===== config.mk =====
export PLATFORM = sky130hd
export DESIGN_NAME = ibuf_flat
export DESIGN_NICKNAME = d
export VERILOG_FILES = /design/src/rtl/ibuf_if.sv /design/src/rtl/ibuf.sv /design/src/flat_wrapper.sv
export SDC_FILE = /design/constraint.sdc
export NUM_CORES = 1
export LEC_CHECK = 0
export CORE_UTILIZATION = 30
export DETAILED_ROUTE_END_ITERATION = 10
export SLEW_MARGIN = 0
export SYNTH_ARGS = -nofsm -noshare
export SYNTH_HDL_FRONTEND = slang
export SYNTH_SLANG_ARGS = --single-unit

===== constraint.sdc =====
create_clock -name clk -period 2.9 [get_ports clk]
set_input_delay 0.87 -clock clk [delete_from_list [all_inputs] [get_ports clk]]
set_output_delay 0.87 -clock clk [all_outputs]
set_load 0.05 [all_outputs]

===== src/rtl/ibuf_if.sv =====
// Shared width package and the fetch/decode handshake bundle of the instruction buffer.
package params_pkg;
  localparam int unsigned ADDR_W  = 32;
  localparam int unsigned INSTR_W = 32;
endpackage

interface ibuf_if #(
  parameter int unsigned ADDR_W  = params_pkg::ADDR_W,
  parameter int unsigned INSTR_W = params_pkg::INSTR_W
);
  logic               in_valid;
  logic [INSTR_W-1:0] in_instr;
  logic [ADDR_W-1:0]  in_pc;
  logic               hold;
  logic               out_valid;
  logic [INSTR_W-1:0] out_instr;
  logic [ADDR_W-1:0]  out_pc;
  logic               out_ready;

  // master is the environment (fetch + decode side), slave is the buffer
  modport master (
    output in_valid, in_instr, in_pc, out_ready,
    input  hold, out_valid, out_instr, out_pc
  );

  modport slave (
    input  in_valid, in_instr, in_pc, out_ready,
    output hold, out_valid, out_instr, out_pc
  );
endinterface


===== src/rtl/ibuf.sv =====
// Instruction buffer between fetch and decode: first-word-fall-through circular FIFO
// with fetch backpressure (hold), flush, and a sticky overflow flag for dropped fetches.
module ibuf #(
  parameter int unsigned ADDR_W  = params_pkg::ADDR_W,
  parameter int unsigned INSTR_W = params_pkg::INSTR_W,
  parameter int unsigned DEPTH   = 4
) (
  input  logic                       clk,
  input  logic                       rst,
  input  logic                       flush,
  ibuf_if.slave                      bus,
  output logic [$clog2(DEPTH+1)-1:0] count,
  output logic                       overflow
);

  localparam int unsigned PTR_W = $clog2(DEPTH);
  localparam int unsigned CNT_W = $clog2(DEPTH+1);

  if (DEPTH < 2 || (DEPTH & (DEPTH - 1)) != 0) begin : g_depth_check
    $error("ibuf: DEPTH must be a power of two and at least 2");
  end

  logic [INSTR_W-1:0] instr_mem [DEPTH];
  logic [ADDR_W-1:0]  pc_mem    [DEPTH];
  logic [PTR_W-1:0]   wr_ptr;
  logic [PTR_W-1:0]   rd_ptr;

  logic not_empty;
  logic full;
  logic pop;
  logic push;
  logic drop;

  always_comb begin
    not_empty = (count != '0);
    full      = (count == CNT_W'(DEPTH));
    pop       = not_empty & bus.out_ready;
    // a full buffer can still take the offer when the head leaves this cycle
    push      = bus.in_valid & (!full | pop);
    drop      = bus.in_valid & full & !pop;
  end

  always_ff @(posedge clk) begin
    if (rst) begin
      count    <= '0;
      wr_ptr   <= '0;
      rd_ptr   <= '0;
      overflow <= 1'b0;
    end else if (flush) begin
      count  <= '0;
      wr_ptr <= '0;
      rd_ptr <= '0;
    end else begin
      if (push) begin
        wr_ptr <= wr_ptr + PTR_W'(1);
      end
      if (pop) begin
        rd_ptr <= rd_ptr + PTR_W'(1);
      end
      case ({push, pop})
        2'b10:   count <= count + CNT_W'(1);
        2'b01:   count <= count - CNT_W'(1);
        default: count <= count;
      endcase
      if (drop) begin
        overflow <= 1'b1;
      end
    end
  end

  // storage carries no reset; occupancy alone decides what is valid
  always_ff @(posedge clk) begin
    if (!rst && !flush && push) begin
      instr_mem[wr_ptr] <= bus.in_instr;
      pc_mem[wr_ptr]    <= bus.in_pc;
    end
  end

  always_comb begin
    bus.out_valid = not_empty;
    bus.out_instr = not_empty ? instr_mem[rd_ptr] : '0;
    bus.out_pc    = not_empty ? pc_mem[rd_ptr]    : '0;
    // one spare slot absorbs the fetch already in flight when hold rises
    bus.hold      = (count >= CNT_W'(DEPTH - 1));
  end

endmodule


===== src/flat_wrapper.sv =====
// flat-port wrapper written by rule: the top's interface ports become plain ports
module ibuf_flat 
#(
  parameter int unsigned ADDR_W  = params_pkg::ADDR_W,
  parameter int unsigned INSTR_W = params_pkg::INSTR_W,
  parameter int unsigned DEPTH   = 4
)
  (clk, rst, flush, count, overflow, bus_in_valid, bus_in_instr, bus_in_pc, bus_out_ready, bus_hold, bus_out_valid, bus_out_instr, bus_out_pc);
  ibuf_if #(.ADDR_W(ADDR_W), .INSTR_W(INSTR_W)) bus_i ();
  input  logic clk;
  input  logic rst;
  input  logic flush;
  output logic [$clog2(DEPTH+1)-1:0] count;
  output logic overflow;
  input wire logic [$bits(bus_i.in_valid)-1:0] bus_in_valid;
  input wire logic [$bits(bus_i.in_instr)-1:0] bus_in_instr;
  input wire logic [$bits(bus_i.in_pc)-1:0] bus_in_pc;
  input wire logic [$bits(bus_i.out_ready)-1:0] bus_out_ready;
  output wire logic [$bits(bus_i.hold)-1:0] bus_hold;
  output wire logic [$bits(bus_i.out_valid)-1:0] bus_out_valid;
  output wire logic [$bits(bus_i.out_instr)-1:0] bus_out_instr;
  output wire logic [$bits(bus_i.out_pc)-1:0] bus_out_pc;
  assign bus_i.in_valid = bus_in_valid;
  assign bus_i.in_instr = bus_in_instr;
  assign bus_i.in_pc = bus_in_pc;
  assign bus_i.out_ready = bus_out_ready;
  assign bus_hold = bus_i.hold;
  assign bus_out_valid = bus_i.out_valid;
  assign bus_out_instr = bus_i.out_instr;
  assign bus_out_pc = bus_i.out_pc;
  ibuf #(.ADDR_W(ADDR_W), .INSTR_W(INSTR_W), .DEPTH(DEPTH)) u_core (.clk(clk), .rst(rst), .flush(flush), .bus(bus_i), .count(count), .overflow(overflow));
endmodule

==> results.cfg <==
[setup_path]
critical_path.slowest_cell = sky130_fd_sc_hd__mux4_2
setup.worst_path.class = reg -> out
crit_path_start_kind = flip-flop
cp.required_ps = 2030
worst_ep_arrival_ps = 2080
timing.critical_path.cells = buf_12 -> buf_16 -> mux4_2 -> and2_4 -> buf_12
worstSetupEndpointType = output pin
crit_path_max_incr_delay_ps = 530
crit_path_frequent_cell = sky130_fd_sc_hd__buf_12
ff2ff_path_depth = 9
startpoint_of_the_worst_slack_reg_to_reg_timing_path = u_core.count[1]
worst-r2r-setup-slack_ps = 440
timing.rr.end = u_core.count[2]
crit_path_max_fanout = 8

[worst_hold_path]
timing.hold.worst.start = u_core.overflow
endpoint_with_the_worst_hold_slack = u_core.overflow
whs_path_depth = 1
timing.hold.worst.class = reg -> reg

[sta]
slew_viol_final = 0
finalHoldViolations = 0
final_critical_path_setup_slack_ps = -50.6
rsz0062_at_grt = yes
finalSetupViolCount = 56
max_clock_skew_ps = 7.22
period_share_pct = 102
fmax_mhz = 339
worstMarginPinSlew_ps = 542
min_period_ps = 2950
totalNegativeSetupSlack_ps = -1280
timing.max_slew.rel_slack_pct = 63.4

[floorplan]
die_area_um2 = 34700
io_pins = 139
chipWidth_um = 186
initial_util_pct = 30.4
core-area_um2 = 33400
num_rows = 67
floorplan.die.height_um = 186

[finish]
final_layout_size_suffix_gt1_share_pct = 42.9
layout_overhead_on_the_synthesized_area_pct = 40.7
final_nets = 717
post_layout_nonfiller_instances = 1110
antenna_cells = 0
final_core_utilization_pct = 42.8

[yosys]
synth.net_count = 537
syn-mean-instance-area_um2 = 22.0
synth-seq-cells = 266
synth_cell_types = 29
synth-seq-area-share_pct = 77.5
synth_top_cell_by_area = sky130_fd_sc_hd__edfxtp_1
mappedNetlistArea_um2 = 10200
synth_top_cell_area_share_pct = 75.5
cell_count_after_synthesis = 462
count_of_warnings_emitted_by_yosys = 0
synth.top_cells.by_area = sky130_fd_sc_hd__edfxtp_1 75%, sky130_fd_sc_hd__mux4_2 14%, sky130_fd_sc_hd__and2_1 3.9%

[clock_network]
clk_transition_reported_paths_ps = 60
clock_tree.root_cell = sky130_fd_sc_hd__clkbuf_16
clk_latency_ps = 510
ctsHtreeMaxLevel = 1
tritoncts.num_buffers = 27
cts_tree = built
cts.sink_count = 266
ctsLongestPathBuffers = 3
cts_hold_repair.buffers = 0

[outcome]
status = complete, but fails checks
violated_checks = design-rule violations, negative setup slack

[route]
final_antenna_net_count = 0
avgRoutedWirePerCell_um = 20.5
post-route-drc-count = 2
final_routed_wirelength_um = 22700
drt_pass1_iterations = 7
average_vias_per_placed_instance = 4.52
num_vias = 5022
detailedRoute.firstIterationViolations = 300

[place]
place.detailed.hpwl_um = 13100
io_buffers = 138
dp_slack_ps = -470
gp_routability_congestion = 0.774
dpl.cell_count = 1050

[global_route]
grt_pass1_wl_um = 33700
globalRouteOverflowTotal = 0
via_count_of_the_first_global_routing_pass = 5544
grt_util_met3_pct = 2.65
global_route.usage.met2_pct = 23.4
use_met1_pct = 16.8
grt_start_max_net_pins = 36
globalRoute.busiestLayer = met2
grt_antenna_before_repair = 1
global_route.usage.total_pct = 13.3

[power_and_ir_drop]
leakage_nw = 4.69
design_power_total_w = 0.00849
pwr_density_cell_nw_per_um2 = 593
power.ir.vdd_worst_v = 0.000406

[job]
maxCapViolCount = 0
how the worst max path moves through the flow:
stage	start	end	slack, ps	cells after the start
after CTS	flip-flop	bus_out_pc[0]	-100	5
after floorplan	bus_out_ready	u_core.count[2]	90	9
after global routing	flip-flop	bus_out_instr[16]	-130	5
final	flip-flop	bus_out_pc[25]	-50	5
after detailed placement	bus_out_ready	u_core.count[2]	-470	10
after global placement	bus_out_ready	u_core.count[2]	-410	10
final cells by class:
cell class	instances	area [um^2]
clock inverters	18	161
multi-input cells	167	2330
fillers	2861	19100
clock buffers	31	691
repair buffers	173	2660
inverters	7	26.3
well taps	448	561
flip-flops and latches	266	7900
repair_timing:
item | in CTS | in global routing
pin swaps | 0 | 0
setup endpoints to repair | 64 | 65
gates resized for setup | 70 | 6
cloned | 6 | 1
setup buffers | 4 | 0
kinds of logic (layout without fill, tap and decap cells):
| logic type | count (synthesis) | in the layout | share of synthesized area, % |
|---|---|---|---|
| DFF | 266 | 266 | 77.5 |
| and+or+nand+nor | 83 | 83 | 5.09 |
| muxes | 64 | 64 | 14.2 |
| buffers and inverters | 29 | 229 | 1.39 |
| AOI/OAI and AO/OA | 10 | 10 | 0.750 |
| adders and majority gates | 6 | 6 | 0.811 |
| xor gates and xnor gates | 4 | 4 | 0.344 |
state kept, by name (all words and copies together), names as in the netlist, named ones only:
signal and count:
u_core.count 3, u_core.overflow 1, u_core.rd_ptr 2, u_core.instr_mem 128, u_core.wr_ptr 2, u_core.pc_mem 128
stage by stage:
| stage | hold WS, ps | cell area (um^2) |
|---|---|---|
| floorplan | 485 | 10200 |
| global placement | 476 | 13000 |
| detailed placement | 468 | 13000 |
| CTS | 493 | 14300 |
| global route | 503 | 14300 |
| finish | 485 | 14300 |
cell usage in the layout (no fill, tap or decap), drive strengths merged:
cell type,Yosys,final
inv,7,7
clkinv,0,14
fa,1,1
a21oi,3,3
clkinvlp,0,1
o21ai,1,1
nand3,1,1
nor3b,1,1
and3,4,4
nand4,1,1
clkdlybuf4s50,0,72
o311ai,1,1
or2,1,1
a21o,2,2
and2,65,65
bufinv,0,3
edfxtp,256,256
o21ba,1,1
mux4,64,64
buf,13,97
clkbuf,9,32
ha,5,5
or3,2,2
or4b,1,1
dfxtp,10,10
o31ai,2,2
dlymetal6s2s,0,1
nor2,7,7
xor2,4,4
bufbuf,0,2
worst max-delay path, delay by kind of cell (launching register included):
| family | cells | cell delay, ps |
|---|---|---|
| muxes | 1 | 530 |
| DFF | 1 | 360 |
| and+or+nand+nor | 1 | 190 |
| buffers and inverters | 3 | 490 |
cells in the mapped netlist, drive strengths merged:
| cell | n |
|---|---|
| or2 | 1 |
| a21oi | 3 |
| dfxtp | 10 |
| nand4 | 1 |
| ha | 5 |
| buf | 13 |
| xor2 | 4 |
| o311ai | 1 |
| edfxtp | 256 |
| or3 | 2 |
| nand3 | 1 |
| mux4 | 64 |
| clkbuf | 9 |
| o31ai | 2 |
| or4b | 1 |
| nor2 | 7 |
| nor3b | 1 |
| inv | 7 |
| o21ba | 1 |
| a21o | 2 |
| and2 | 65 |
| o21ai | 1 |
| and3 | 4 |
| fa | 1 |
metal layers:
layer  vias to the layer above  part of all wire, %
li1                       2233                    -
met1                      2618                   42
met2                       136                   51
met3                        33                  5.3
met4                         2                  1.6
met5                         -                0.066
report_power, final:
group | switching (W) | internal [W] | total [W] | leakage (nW)
sequential | 0.0000131 | 0.00425 | 0.00426 | 2.40
combinational | 0.000444 | 0.000463 | 0.000907 | 1.87
clock | 0.00136 | 0.00197 | 0.00332 | 0.423
total | 0.00181 | 0.00668 | 0.00849 | 4.69
No activity file was read; power rests on OpenSTA's default activity.
